`config.mk`:
```
export PLATFORM = sky130hd
export DESIGN_NAME = shot_fire_controller_flat
export DESIGN_NICKNAME = d
export VERILOG_FILES = /design/src/rtl/shot_fire_controller_if.sv /design/src/rtl/shot_fire_controller.sv /design/src/flat_wrapper.sv
export SDC_FILE = /design/constraint.sdc
export NUM_CORES = 1
export LEC_CHECK = 0
export CAP_MARGIN = 5
export CORE_MARGIN = 1
export CORE_UTILIZATION = 25
export DETAILED_ROUTE_END_ITERATION = 10
export PLACE_DENSITY = 0.4
export SKIP_CTS_REPAIR_TIMING = 1
export SYNTH_ARGS = -nofsm -noshare
export SYNTH_HDL_FRONTEND = slang
export SYNTH_SLANG_ARGS = --single-unit
```
`constraint.sdc`:
```
create_clock -name clk -period 1.7 [get_ports clk]
set_input_delay 0.255 -clock clk [delete_from_list [all_inputs] [get_ports clk]]
set_output_delay 0.255 -clock clk [all_outputs]
set_load 0.005 [all_outputs]
```
`src/rtl/shot_fire_controller_if.sv`:
```
// Player-input / mover-handshake / HUD bundle for the shot fire controller.
// The game side (keys, frame strobe, mover ready) is the master; the controller is the slave.
interface shot_fire_controller_if;
    logic       startOfFrame;
    logic       fireKey;
    logic       leftKey;
    logic       rightKey;
    logic       shotReady;
    logic       pause;
    logic       triggerShot;
    logic [2:0] shotDirection;
    logic [3:0] ammoCount;
    logic       reloading;

    modport master (
        output startOfFrame, fireKey, leftKey, rightKey, shotReady, pause,
        input  triggerShot, shotDirection, ammoCount, reloading
    );

    modport slave (
        input  startOfFrame, fireKey, leftKey, rightKey, shotReady, pause,
        output triggerShot, shotDirection, ammoCount, reloading
    );
endinterface

```
`src/rtl/shot_fire_controller.sv`:
```
// Turns fire/steer keys into a one-clock triggerShot pulse with a direction code, enforcing
// a per-shot cooldown and a magazine reload, both counted in frames.
module shot_fire_controller #(
    parameter int MAX_AMMO        = 8,
    parameter int COOLDOWN_FRAMES = 6,
    parameter int RELOAD_FRAMES   = 60,
    parameter int AUTO_FIRE       = 0,
    parameter int ACK_TIMEOUT     = 4
) (
    input  logic                  clk,
    input  logic                  resetN,
    shot_fire_controller_if.slave bus
);

    typedef enum logic [2:0] {
        IDLE,
        FIRE,
        WAIT_ACK,
        COOLDOWN,
        RELOAD
    } state_t;

    localparam logic [3:0] AMMO_FULL = 4'(MAX_AMMO);
    localparam logic [7:0] CD_INIT   = 8'(COOLDOWN_FRAMES);
    localparam logic [7:0] RL_INIT   = 8'(RELOAD_FRAMES);
    localparam logic [7:0] ACK_LAST  = 8'(ACK_TIMEOUT - 1);
    localparam logic [2:0] DIR_LEFT     = 3'b100;
    localparam logic [2:0] DIR_STRAIGHT = 3'b010;
    localparam logic [2:0] DIR_RIGHT    = 3'b001;

    state_t     state, state_next;
    logic       fire_key_d;
    logic [7:0] ack_cnt, ack_next;
    logic [7:0] cd_cnt, cd_next;
    logic [7:0] rl_cnt, rl_next;
    logic [3:0] ammo, ammo_next;
    logic [2:0] dir, dir_next;
    logic       trigger_q, trigger_next;
    logic       reloading_q, reloading_next;

    logic fire_edge;
    logic fire_req;
    logic frame_tick;
    logic [2:0] dir_decoded;

    assign fire_edge  = bus.fireKey & ~fire_key_d;
    assign fire_req   = (AUTO_FIRE != 0) ? bus.fireKey : fire_edge;
    assign frame_tick = bus.startOfFrame & ~bus.pause;

    always_comb begin
        case ({bus.leftKey, bus.rightKey})
            2'b10:   dir_decoded = DIR_LEFT;
            2'b01:   dir_decoded = DIR_RIGHT;
            default: dir_decoded = DIR_STRAIGHT;
        endcase
    end

    // NOTE: every output of this block gets a default first, so no path leaves one unassigned
    // and no latch is inferred.
    always_comb begin
        state_next     = state;
        ack_next       = ack_cnt;
        cd_next        = cd_cnt;
        rl_next        = rl_cnt;
        ammo_next      = ammo;
        dir_next       = dir;
        trigger_next   = 1'b0;
        reloading_next = reloading_q;

        case (state)
            IDLE: begin
                if (fire_req && bus.shotReady && !bus.pause && ammo != 4'd0) begin
                    state_next = FIRE;
                    dir_next   = dir_decoded;
                end
            end

            FIRE: begin
                trigger_next = 1'b1;
                if (ammo != 4'd0) ammo_next = ammo - 4'd1;
                ack_next   = 8'd0;
                state_next = WAIT_ACK;
            end

            // A mover that never drops shotReady must not stall us; the shot is spent either way.
            WAIT_ACK: begin
                if (!bus.shotReady || ack_cnt == ACK_LAST) begin
                    state_next = COOLDOWN;
                    cd_next    = CD_INIT;
                end else begin
                    ack_next = ack_cnt + 8'd1;
                end
            end

            COOLDOWN: begin
                if (cd_cnt == 8'd0 || (frame_tick && cd_cnt == 8'd1)) begin
                    cd_next = 8'd0;
                    if (ammo != 4'd0) begin
                        state_next = IDLE;
                    end else begin
                        state_next     = RELOAD;
                        rl_next        = RL_INIT;
                        reloading_next = 1'b1;
                    end
                end else if (frame_tick) begin
                    cd_next = cd_cnt - 8'd1;
                end
            end

            RELOAD: begin
                if (rl_cnt == 8'd0 || (frame_tick && rl_cnt == 8'd1)) begin
                    rl_next        = 8'd0;
                    ammo_next      = AMMO_FULL;
                    reloading_next = 1'b0;
                    state_next     = IDLE;
                end else if (frame_tick) begin
                    rl_next = rl_cnt - 8'd1;
                end
            end

            default: state_next = IDLE;
        endcase
    end

    // NOTE: state registers use non-blocking assignments so every flop samples pre-edge values.
    always_ff @(posedge clk or negedge resetN) begin
        if (!resetN) begin
            state       <= IDLE;
            fire_key_d  <= 1'b0;
            ack_cnt     <= 8'd0;
            cd_cnt      <= 8'd0;
            rl_cnt      <= 8'd0;
            ammo        <= AMMO_FULL;
            dir         <= DIR_STRAIGHT;
            trigger_q   <= 1'b0;
            reloading_q <= 1'b0;
        end else begin
            state       <= state_next;
            fire_key_d  <= bus.fireKey;
            ack_cnt     <= ack_next;
            cd_cnt      <= cd_next;
            rl_cnt      <= rl_next;
            ammo        <= ammo_next;
            dir         <= dir_next;
            trigger_q   <= trigger_next;
            reloading_q <= reloading_next;
        end
    end

    assign bus.triggerShot   = trigger_q;
    assign bus.shotDirection = dir;
    assign bus.ammoCount     = ammo;
    assign bus.reloading     = reloading_q;

endmodule

```
`src/flat_wrapper.sv`:
```
// flat-port wrapper written by rule: the top's interface ports become plain ports
module shot_fire_controller_flat 
#(
    parameter int MAX_AMMO        = 8,
    parameter int COOLDOWN_FRAMES = 6,
    parameter int RELOAD_FRAMES   = 60,
    parameter int AUTO_FIRE       = 0,
    parameter int ACK_TIMEOUT     = 4
)
  (clk, resetN, bus_startOfFrame, bus_fireKey, bus_leftKey, bus_rightKey, bus_shotReady, bus_pause, bus_triggerShot, bus_shotDirection, bus_ammoCount, bus_reloading);
  shot_fire_controller_if bus_i ();
  input  logic clk;
  input  logic resetN;
  input wire logic [$bits(bus_i.startOfFrame)-1:0] bus_startOfFrame;
  input wire logic [$bits(bus_i.fireKey)-1:0] bus_fireKey;
  input wire logic [$bits(bus_i.leftKey)-1:0] bus_leftKey;
  input wire logic [$bits(bus_i.rightKey)-1:0] bus_rightKey;
  input wire logic [$bits(bus_i.shotReady)-1:0] bus_shotReady;
  input wire logic [$bits(bus_i.pause)-1:0] bus_pause;
  output wire logic [$bits(bus_i.triggerShot)-1:0] bus_triggerShot;
  output wire logic [$bits(bus_i.shotDirection)-1:0] bus_shotDirection;
  output wire logic [$bits(bus_i.ammoCount)-1:0] bus_ammoCount;
  output wire logic [$bits(bus_i.reloading)-1:0] bus_reloading;
  assign bus_i.startOfFrame = bus_startOfFrame;
  assign bus_i.fireKey = bus_fireKey;
  assign bus_i.leftKey = bus_leftKey;
  assign bus_i.rightKey = bus_rightKey;
  assign bus_i.shotReady = bus_shotReady;
  assign bus_i.pause = bus_pause;
  assign bus_triggerShot = bus_i.triggerShot;
  assign bus_shotDirection = bus_i.shotDirection;
  assign bus_ammoCount = bus_i.ammoCount;
  assign bus_reloading = bus_i.reloading;
  shot_fire_controller #(.MAX_AMMO(MAX_AMMO), .COOLDOWN_FRAMES(COOLDOWN_FRAMES), .RELOAD_FRAMES(RELOAD_FRAMES), .AUTO_FIRE(AUTO_FIRE), .ACK_TIMEOUT(ACK_TIMEOUT)) u_core (.clk(clk), .resetN(resetN), .bus(bus_i));
endmodule
```
### Word level (Yosys, flattened, before mapping)

Cells that the tools add are included.

* logic and storage cells: 86
* memory bits (writable): 0
* input bits: 8
* bits in latches: 0
* ROM bits: 0
* memories: 0
* register bits after elaboration: 37

* mux-type cells: 26
* reduce and logical (&&, ||, !) cells: 25
* equal/unequal tests: 18
* bitwise operators: 4
* $mul: 0
* shift operators: 0
* $add $sub $neg: 4
* magnitude comparators: 0
* divide/modulo/power cells: 0

Operators by type and width (count)
* $mux W8: 8
* $pmux W8 S2: 3
* $eq A8 B1 Y1 const B: 2
* $logic_not A8 Y1: 2
* $sub A8 B1 Y8 const B: 2
* $mux W3: 5
* $pmux W3 S5: 1
* $reduce_and A4 Y1: 3
* $ne A2 B1 Y1 const B: 5
* $add A8 B1 Y8 const B: 1
* $eq A8 B2 Y1 const B: 1
* $mux W4: 2
* $pmux W4 S2: 1
* $reduce_bool A2 Y1: 4
* $eq A3 B2 Y1 const B: 2
* $ne A3 B1 Y1 const B: 2
* $pmux W3 S2: 1
* $reduce_and A3 Y1: 2
* $logic_and A1 B1 Y1: 5
* $mux W1: 4
* $ne A2 B2 Y1 const B: 2
* $reduce_and A2 Y1: 2
* $reduce_bool A4 Y1: 1
* $sub A4 B1 Y4 const B: 1
* other kinds (10): 15

### Logic depth before layout (Yosys ltp)

Gate-level depths: netlist of the first run.

* depth after elaboration: 7
* gate-level depth with buffers: 7
* depth with buffers taken out: 6

### Least setup slack after synthesis of the first run

Ideal clock, no wire load.

* path type: register to register
* from: register u_core.ammo[0] (netlist: u_core.bus.ammoCount[0])
* to: register u_core.dir[0] (netlist: u_core.bus.shotDirection[0])
* library setup time: 0.125 ns
* arrival time: 1.683 ns
* cell stages (with the launch flop): 7
* slack: -0.108 ns
* buffers on the path: 1
* cells stage by stage: dfrtp_1 > inv_1 > ha_1 > or3b_2 > clkbuf_1 > nand4b_1 > mux2_2

* cells in the longest elaborated chain, start to end: 3

Ends and longest elaborated chain
* from (decl): line shot_fire_controller.sv:36 `logic [3:0] ammo, ammo_next;`
* from (signal assigned): line shot_fire_controller.sv:143 `ammo <= ammo_next;`
* $reduce_bool A4 Y1: line shot_fire_controller.sv:72 `if (fire_req && bus.shotReady && !bus.pause && ammo != 4'd0) begin`
* $logic_and A1 B1 Y1: line shot_fire_controller.sv:72
* $reduce_and A2 Y1 (no source line)
* to (signal assigned): line shot_fire_controller.sv:144 `dir <= dir_next;`
* to (decl): line shot_fire_controller.sv:37 `logic [2:0] dir, dir_next;`

No other way between the ends.
A chain may end at the register's enable or synchronous reset.

### Final worst setup path of the first run

* from: register u_core.ack_cnt[1]
* to: register u_core.cd_cnt[2]

* cells in the longest elaborated chain, start to end: 4

Ends and longest elaborated chain
* from (decl): line shot_fire_controller.sv:33 `logic [7:0] ack_cnt, ack_next;`
* from (signal assigned): line shot_fire_controller.sv:140 `ack_cnt <= ack_next;`
* $eq A8 B2 Y1: line shot_fire_controller.sv:87 `if (!bus.shotReady || ack_cnt == ACK_LAST) begin`
* $logic_or A1 B1 Y1: line shot_fire_controller.sv:87
* $ne A2 B1 Y1 (no source line)
* $reduce_and A3 Y1 (no source line)
* to (signal assigned): line shot_fire_controller.sv:141 `cd_cnt <= cd_next;`
* to (decl): line shot_fire_controller.sv:34 `logic [7:0] cd_cnt, cd_next;`

No other way between the ends.

==> impl_metrics.py, run 1 <==
metrics = {
    "run_status": {
        "status": "complete, but fails checks",
        "failed_checks": "setup timing",
    },
    "logic_synthesis": {
        "avgSynthCellArea_um2": 9.95,
        "synth_area_leaders": "dfrtp_1 (37%), ha_1 (5.8%), nand2_1 (3.0%), nand3_1 (2.8%), inv_1 (2.7%)",
        "yosysMostFrequentCell": "dfrtp_1",
        "synth_compound_area_share_pct": 20.5,
        "yosys-top-cells-count": "dfrtp_1 (35), nand2_1 (19), inv_1 (17), nor2_1 (17), nand3_1 (13)",
        "synth_cells": 237,
        "ys_types": 62,
        "seq_area_frac_synth_pct": 39.4,
        "synth_nets": 256,
        "yosys.area_share.adder_pct": 5.84,
        "ys_ff_latch": 37,
        "async_flop_share_pct": 100,
        "syn_area_um2": 2360,
        "synth_top_area_share_pct": 37.2,
        "synth_edf_count": 0,
        "synthMuxAreaShare_pct": 4.03,
        "yosysWarnings": 0,
        "synthFlopType": "dfrtp_1",
        "synth_top_family_by_area": "simple AND/OR/NAND/NOR gates",
        "yosysTopAreaCell": "dfrtp_1",
        "synth-xor-area-share_pct": 2.23,
        "synth-simple-area-share_pct": 23.5,
    },
    "timing": {
        "period_minus_slack_ps": 1710,
        "hold_slack_ps": 458,
        "finalCritPeriodShare_pct": 101,
        "finClkSkew_ps": 3.49,
        "setup-tns-final_ps": -35.2,
        "slew_viol_final": 0,
        "setup_viol": 3,
        "finalHoldViolCount": 0,
        "max_slew_margin_pct": 73.6,
        "rsz0062_at_grt": "true",
        "fmax_ghz": 0.583,
        "fin_ws_ps": -14.8,
        "tightest_slew_ps": 395,
    },
    "worst_setup_path": {
        "path_class": "reg -> reg",
        "r2r-end": "u_core.cd_cnt[2]$_DFFE_PN0P_",
        "slowest_delay_ps": 390,
        "worst-path-buf-inv": 0,
        "reg2regPathDepth": 5,
        "crit_required_ps": 1930,
        "cp-startpoint": "u_core.ack_cnt[1]$_DFFE_PN0P_",
        "cp.depth": 5,
        "reg2reg_slack_ps": -10,
        "arrival_ps": 1950,
        "path_cells": "ha_2 -> nor4b_4 -> a21oi_4 -> a311oi_4 -> o221a_2",
        "crit_path_end": "u_core.cd_cnt[2]$_DFFE_PN0P_",
        "cp-start-kind": "flop",
        "crit_family": "compound AO/OA/AOI/OAI gates",
        "cp_max_fo": 5,
        "critPathSlowestCell": "a311oi_4",
        "cp-end-kind": "flop",
        "regToRegStartpoint": "u_core.ack_cnt[1]$_DFFE_PN0P_",
    },
    "route": {
        "drc": 0,
        "final_antenna_net_count": 0,
        "drt_pass1_iterations": 4,
        "dr.first_iter.drc_count": 89,
        "wl_um": 6520,
        "vias": 2071,
        "wl_per_cell_um": 15.4,
        "via_per_inst": 4.90,
    },
    "cells_and_area": {
        "area_delta_synth_final_pct": 42.0,
        "final_cells": 423,
        "final_util_pct": 36.4,
        "antenna_cells": 0,
        "regArea_um2": 928,
        "layout-drive-gt1-share_pct": 36.9,
        "fill_cells": 938,
        "multiInputGateArea_um2": 1500,
        "fin_nets": 330,
    },
    "placement": {
        "place_hpwl_um": 4580,
        "place_congestion": 0.818,
        "port_buffers": 16,
        "placed_cells": 403,
    },
    "die": {
        "die_y_um": 99.1,
        "dieArea_um2": 9820,
        "ios": 17,
        "rows": 35,
        "die_w_um": 99.1,
        "initial_utilization_pct": 25.6,
        "core_area_um2": 9200,
    },
    "power": {
        "intPower_mw": 2.45,
        "leakagePower_nw": 1.40,
        "power.density_nw_per_um2": 1220,
        "finalPower_mw": 4.08,
        "p_comb_share_pct": 51.9,
        "switching_power_mw": 1.63,
        "netSwitchingFraction_pct": 40.0,
        "p_seq_share_pct": 32.5,
        "peakVddDrop_mv": 0.431,
        "clkPwrFrac_pct": 15.5,
    },
    "global_routing": {
        "overflow": 0,
        "grt_pass1_vias": 2100,
        "grt_use_total_pct": 14.0,
        "grt_max_degree": 38,
        "grt_pass1_wl_um": 10900,
        "antenna_found_initial": 0,
    },
    "clock_network": {
        "cts_root_buf": "clkbuf_8",
        "htreeDepth": 2,
        "clkTransAtPathRegs_ps": 80,
        "cts_sinks": 37,
        "cts_made_buffers": 5,
        "insertion_delay_ps": 290,
        "cts_tree": "done",
        "cts_max_path_buffers": 2,
    },
    "job": {
        "cap_violations": 0,
    },
    "min_path": {
        "hp-class": "in -> async",
    },
}
[metal layers]
layer / GRT usage (%) / share of wire [%] / vias to the layer above / routed length [um]
li1: - / - / 1027 / -
met1: 19.4 / 49 / 1025 / 3180
met2: 23.0 / 48 / 13 / 3150
met3: 2.39 / 1.7 / 6 / 108
met4: 2.60 / 1.2 / 0 / 78
met5: 0 / 0 / - / 0
[how the worst min path moves through the flow]
stage | end | start
floorplan | u_core.ack_cnt[0]$_DFFE_PN0P_ | resetN
global placement | u_core.cd_cnt[4]$_DFFE_PN0P_ | resetN
detailed placement | u_core.cd_cnt[0]$_DFFE_PN0P_ | resetN
CTS | u_core.cd_cnt[1]$_DFFE_PN0P_ | resetN
global route | u_core.ack_cnt[7]$_DFFE_PN0P_ | resetN
finish | u_core.cd_cnt[0]$_DFFE_PN0P_ | resetN
[worst min-delay path: stages]
cell,delay [ps]
dlygate4sd3_1,520
buf_2,120
buf_12,230
[placed cells by master, fill, tap and decap left out, types with 4 or more instances in the layout]
cell             Yosys  routed
a21oi_1              6       4
buf_4                0      53
buf_6                0       4
clkbuf_8             0       5
clkdlybuf4s50_1      0      13
dfrtp_1             35      35
ha_1                11       7
inv_1               17      14
mux2i_1              5       5
nand2_1             19      18
nand2b_1             4       4
nand3_1             13      12
nand4_1              7       7
nor2_1              17      16
nor3_1               5       4
o211ai_1             8       8
o21ai_0              9       7
xnor2_1              4       4
[state kept, by name (all words and copies together) (netlist names)]
register	cells
u_core.ack_cnt	8
u_core.bus.ammoCount	4
u_core.bus.reloading	1
u_core.bus.shotDirection	3
u_core.bus.triggerShot	1
u_core.cd_cnt	8
u_core.fire_key_d	1
u_core.rl_cnt	8
u_core.state	3
[power groups by stage]
| stage | clock network (mW) | logic, mW | registers [mW] |
|---|---|---|---|
| after CTS | 0.655 | 1.90 | 1.30 |
| final | 0.635 | 2.12 | 1.33 |
| after global routing | 0.687 | 2.37 | 1.36 |
| after global placement | 0 | 1.89 | 1.32 |
| after detailed placement | 0 | 1.90 | 1.31 |
| after floorplan | 0 | 1.05 | 1.35 |
[kinds of logic after synthesis]
group,Yosys count
and+or+nand+nor,93
AOI/OAI and AO/OA,55
DFF,37
buffers and inverters,26
adders and majority gates,11
muxes,9
xor gates and xnor gates,6
[per-stage QoR]
step                      worst slack, ps  instance area, um^2
final                               -14.8                 3350
after global routing                 -143                 3350
after CTS                           -72.0                 3080
after detailed placement             -382                 3000
after global placement               -406                 3000
after floorplan                     -34.3                 2370
[final cells by class]
type	instances	share of cell area (%)
multi-input combinational	174	44.7
sequential	37	27.7
timing repair buffer	76	19.1
clock inverter	2	0.299
tap	111	4.15
clock buffer	6	2.17
inverter	17	1.91
Power figures use the tool's default switching activity.
==> run 2, diff against run 1 <==
--- a/config.mk
+++ b/config.mk
@@ -6,10 +6,12 @@
 export NUM_CORES = 1
 export LEC_CHECK = 0
 export CAP_MARGIN = 5
+export CELL_PAD_IN_SITES_DETAIL_PLACEMENT = 0
+export CELL_PAD_IN_SITES_GLOBAL_PLACEMENT = 1
 export CORE_MARGIN = 1
 export CORE_UTILIZATION = 25
 export DETAILED_ROUTE_END_ITERATION = 10
-export PLACE_DENSITY = 0.4
+export PLACE_DENSITY = 0.48
 export SKIP_CTS_REPAIR_TIMING = 1
 export SYNTH_ARGS = -nofsm -noshare
 export SYNTH_HDL_FRONTEND = slang
==> run 2 against run 1 <==
  * The run still ends with setup timing left
  * Final cell count rose by 0.24%
  * Wire length down 3.6%
  * Clock power is 3% higher
  * Combinational power is 2% lower
==> impl_metrics.py, run 2 (synthesized netlist as in run 1, its figures left out) <==
metrics = {
    "die": {
        "die_w_um": 99.1,
        "core_area_um2": 9200,
        "initial_utilization_pct": 25.6,
        "dieArea_um2": 9820,
        "rows": 35,
        "die_y_um": 99.1,
        "ios": 17,
    },
    "worst_setup_path": {
        "slowest_delay_ps": 460,
        "crit_family": "simple AND/OR/NAND/NOR gates",
        "cp-start-kind": "flop",
        "crit_required_ps": 1910,
        "arrival_ps": 1940,
        "cp_max_fo": 4,
        "worst-path-buf-inv": 0,
        "path_cells": "ha_2 -> and3b_2 -> o211ai_4 -> or4b_1 -> mux2i_1",
        "path_class": "reg -> reg",
        "critPathSlowestCell": "or4b_1",
        "cp-end-kind": "flop",
    },
    "clock_network": {
        "cts_tree": "done",
        "clkTransAtPathRegs_ps": 70,
        "cts_root_buf": "clkbuf_8",
        "cts_made_buffers": 5,
        "insertion_delay_ps": 290,
        "cts_sinks": 37,
        "htreeDepth": 2,
        "cts_max_path_buffers": 2,
    },
    "power": {
        "peakVddDrop_mv": 0.548,
        "leakagePower_nw": 1.36,
        "power.density_nw_per_um2": 1240,
        "finalPower_mw": 4.06,
    },
    "cells_and_area": {
        "final_cells": 424,
        "layout_common_cells": "buf_4 (59), dfrtp_1 (35), nand2_1 (19), nor2_1 (17), clkdlybuf4s50_1 (15)",
        "reg_top3": "u_core.ack_cnt: 8 flops, u_core.cd_cnt: 8 flops, u_core.rl_cnt: 8 flops",
        "final_common_cell": "buf_4",
        "layout-drive-gt1-share_pct": 33.9,
        "antenna_cells": 0,
        "fin_nets": 331,
        "fin_area_um2": 3270,
        "area_delta_synth_final_pct": 38.6,
        "final_util_pct": 35.5,
    },
    "run_status": {
        "failed_checks": "setup timing",
        "status": "complete, but fails checks",
    },
    "timing": {
        "setup-tns-final_ps": -32.6,
        "setup_viol": 1,
        "finalCritPeriodShare_pct": 102,
        "period_minus_slack_ps": 1730,
        "hold_slack_ps": 433,
        "fin_ws_ps": -32.6,
        "finalHoldViolCount": 0,
        "slew_viol_final": 0,
        "rsz0062_at_grt": "true",
        "fmax_ghz": 0.577,
        "finClkSkew_ps": 5.94,
        "max_slew_margin_pct": 63.2,
        "tightest_slew_ps": 551,
    },
    "placement": {
        "port_buffers": 16,
        "postPlaceCellArea_um2": 3050,
        "placed_cells": 412,
        "pre_cts_ws_ps": -301,
        "place_congestion": 0.769,
        "place_hpwl_um": 4720,
    },
    "route": {
        "drc": 0,
        "final_antenna_net_count": 0,
        "dr.first_iter.drc_count": 56,
        "via_per_inst": 4.88,
        "vias": 2068,
        "wl_per_cell_um": 14.8,
        "drt_pass1_iterations": 4,
        "wl_um": 6280,
    },
    "global_routing": {
        "antenna_found_initial": 0,
        "overflow": 0,
        "grt_use_total_pct": 13.7,
        "grt_pass1_wl_um": 10700,
        "grt_max_degree": 21,
        "grt_pass1_vias": 2150,
    },
    "job": {
        "cap_violations": 0,
    },
    "min_path": {
        "hp-class": "in -> reg",
    },
}
-- run 2: power by group --
group / leakage (nW) / switching, mW / internal, mW
sequential: 0.441 / 0.207 / 1.12
combinational: 0.877 / 1.03 / 1.05
clock: 0.0455 / 0.322 / 0.331
total: 1.36 / 1.56 / 2.51
-- run 2: path summary, 6_finish.rpt --
kind / slack [ps] / to / from / cells past startpoint
setup / recovery: -30 / u_core.cd_cnt[7]$_DFFE_PN0P_ / u_core.cd_cnt[0]$_DFFE_PN0P_ / 5
setup reg to reg: -30 / u_core.cd_cnt[7]$_DFFE_PN0P_ / u_core.cd_cnt[0]$_DFFE_PN0P_ / 5
hold reg to reg: 510 / u_core.cd_cnt[7]$_DFFE_PN0P_ / u_core.cd_cnt[7]$_DFFE_PN0P_ / 1
hold / removal: 430 / u_core.fire_key_d$_DFF_PN0_ / bus_fireKey / 1
min in group asynchronous: 480 / u_core.cd_cnt[3]$_DFFE_PN0P_ / resetN / 2
max in group asynchronous: 570 / u_core.bus.ammoCount[3]$_DFFE_PN1P_ / resetN / 3
-- run 2: cell type report --
cell class / instances / area, um^2
clock buffer: 8 / 90.1
fill: 969 / 5930
inverter: 17 / 63.8
multi-input combinational: 174 / 1430
sequential: 37 / 928
tap: 111 / 139
timing repair buffer: 77 / 619
-- run 2: per-layer routing --
| metal | GRT usage [%] | up-vias | share of wire, % |
|---|---|---|---|
| li1 | - | 1029 | - |
| met1 | 18.5 | 1011 | 49 |
| met2 | 22.9 | 24 | 48 |
| met3 | 2.39 | 4 | 2.5 |
| met4 | 3.05 | 0 | 0.72 |
| met5 | 0 | - | 0 |
-- run 2: worst reg2reg max path, cell delays in order, from the launching register on --
cell,delay (ps)
dfrtp_1,400
ha_2,180
and3b_2,240
o211ai_4,240
or4b_1,460
mux2i_1,140
==> run 3, diff against run 2 <==
--- a/config.mk
+++ b/config.mk
@@ -11,7 +11,7 @@
 export CORE_MARGIN = 1
 export CORE_UTILIZATION = 25
 export DETAILED_ROUTE_END_ITERATION = 10
-export PLACE_DENSITY = 0.48
+export PLACE_DENSITY = 0.59
 export SKIP_CTS_REPAIR_TIMING = 1
 export SYNTH_ARGS = -nofsm -noshare
 export SYNTH_HDL_FRONTEND = slang
==> run 3 against run 2 <==
  * The flow still finishes with violations (setup timing)
  * Worst setup slack got worse by 30 ps
  * Fmax decreased by 1.7%
  * Critical path depth increased by 3
  * Global-route usage decreased by 0.53 points
  * Wire length is 2.4% lower
  * Largest cell class unchanged
  * Clock-buffer cell count fell by 1
  * Clock skew is 1.8 ps higher
  * Die area unchanged
==> impl_metrics.py, run 3 (synthesized netlist as in run 1, its figures left out) <==
metrics = {
    "run_status": {
        "status": "complete, but fails checks",
        "failed_checks": "setup timing",
    },
    "global_routing": {
        "overflow": 0,
        "grt_pass1_wl_um": 10400,
        "grt_pass1_vias": 2070,
        "grt_max_degree": 21,
        "grt_use_total_pct": 13.1,
        "antenna_found_initial": 0,
    },
    "worst_setup_path": {
        "critPathSlowestCell": "dfrtp_1",
        "slowest_delay_ps": 390,
        "path_cells": "inv_2 -> ha_4 -> and3b_2 -> o211ai_4 -> buf_4 -> buf_6 -> a211o_1 -> o221a_2",
        "path_class": "reg -> reg",
        "worst-path-buf-inv": 3,
        "crit_family": "compound AO/OA/AOI/OAI gates",
        "arrival_ps": 1930,
        "crit_required_ps": 1870,
        "cp_max_fo": 8,
        "cp-end-kind": "flop",
        "cp-start-kind": "flop",
    },
    "route": {
        "drt_pass1_iterations": 4,
        "dr.first_iter.drc_count": 46,
        "via_per_inst": 4.95,
        "vias": 2082,
        "wl_per_cell_um": 14.6,
        "drc": 0,
        "final_antenna_net_count": 0,
        "wl_um": 6130,
    },
    "job": {
        "cap_violations": 0,
    },
    "timing": {
        "setup_viol": 4,
        "fmax_ghz": 0.567,
        "fin_ws_ps": -62.4,
        "tightest_slew_ps": 502,
        "finClkSkew_ps": 7.74,
        "rsz0062_at_grt": "true",
        "period_minus_slack_ps": 1760,
        "slew_viol_final": 0,
        "setup-tns-final_ps": -156,
        "finalCritPeriodShare_pct": 104,
        "max_slew_margin_pct": 66.6,
        "finalHoldViolCount": 0,
    },
    "cells_and_area": {
        "reg_top3": "u_core.ack_cnt: 8 flops, u_core.cd_cnt: 8 flops, u_core.rl_cnt: 8 flops",
        "fin_nets": 328,
        "layout_common_cells": "buf_4 (54), dfrtp_1 (35), nand2_1 (18), nor2_1 (16), clkdlybuf4s50_1 (15)",
        "area_delta_synth_final_pct": 39.9,
        "final_util_pct": 35.9,
        "fill_cells": 949,
        "layout-drive-gt1-share_pct": 35.2,
        "final_common_cell": "buf_4",
        "antenna_cells": 0,
    },
    "die": {
        "die_w_um": 99.1,
        "die_y_um": 99.1,
        "dieArea_um2": 9820,
        "core_area_um2": 9200,
        "rows": 35,
        "initial_utilization_pct": 25.6,
        "ios": 17,
    },
    "placement": {
        "port_buffers": 16,
        "place_congestion": 0.813,
        "place_hpwl_um": 4550,
    },
    "power": {
        "p_seq_share_pct": 32.3,
        "peakVddDrop_mv": 0.406,
        "finalPower_mw": 4.17,
        "intPower_mw": 2.61,
        "switching_power_mw": 1.55,
        "power.density_nw_per_um2": 1260,
        "p_comb_share_pct": 48.3,
        "clkPwrFrac_pct": 19.3,
        "leakagePower_nw": 1.36,
        "netSwitchingFraction_pct": 37.3,
    },
    "min_path": {
        "hp-class": "in -> reg",
    },
    "clock_network": {
        "cts_tree": "done",
        "clkTransAtPathRegs_ps": 80,
        "cts_root_buf": "clkbuf_8",
        "insertion_delay_ps": 280,
        "cts_max_path_buffers": 2,
        "cts_made_buffers": 5,
        "cts_sinks": 37,
        "htreeDepth": 2,
    },
}
run 3: layer usage:
layer  routed length (um)  global-route usage (%)
met5                    0                       0
met4                   51                    3.17
met3                  138                    2.67
met2                 2850                    20.4
met1                 3090                    18.8
run 3: power by group through the flow:
| stage | Sequential (mW) | Combinational [mW] | Clock (mW) |
|---|---|---|---|
| 6_report | 1.35 | 2.01 | 0.805 |
| 5_1_grt | 1.38 | 2.25 | 0.872 |
| 3_3_place_gp | 1.33 | 1.88 | 0 |
| 3_5_place_dp | 1.34 | 1.90 | 0 |
| 4_1_cts | 1.32 | 1.91 | 0.838 |
| 2_1_floorplan | 1.35 | 1.05 | 0 |
run 3: final cells by class:
cell class                 instances  area (um^2)  area share (%)
clock buffer                       7         86.3            2.62
clock inverter                     1         30.0           0.910
inverter                          17         63.8            1.93
multi-input combinational        174         1450            43.9
sequential                        37          928            28.1
tap                              111          139            4.21
timing repair buffer              74          604            18.3
run 3: worst paths after layout:
| path | from | end | slack, ps | cells after the start |
|---|---|---|---|---|
| max in group asynchronous | resetN | u_core.cd_cnt[5]$_DFFE_PN0P_ | 650 | 3 |
| worst min register to register | u_core.bus.reloading$_DFFE_PN0P_ | u_core.bus.reloading$_DFFE_PN0P_ | 520 | 2 |
| min in group asynchronous | resetN | u_core.rl_cnt[1]$_DFFE_PN0P_ | 460 | 2 |
| worst max register to register | u_core.cd_cnt[1]$_DFFE_PN0P_ | u_core.cd_cnt[2]$_DFFE_PN0P_ | -60 | 8 |
| worst max-delay path | u_core.cd_cnt[1]$_DFFE_PN0P_ | u_core.cd_cnt[2]$_DFFE_PN0P_ | -60 | 8 |
| worst min-delay path | bus_fireKey | u_core.fire_key_d$_DFF_PN0_ | 430 | 1 |
run 3: stage by stage:
step | hold WS [ps] | instance area (um^2) | instances | worst slack (ps)
floorplan | -40.6 | 2370 | 237 | -34.3
global placement | 266 | 2980 | 403 | -251
detailed placement | 263 | 2980 | 403 | -294
CTS | -49.0 | 3100 | 411 | -70.5
global route | 424 | 3300 | 421 | -139
finish | 433 | 3300 | 421 | -62.4
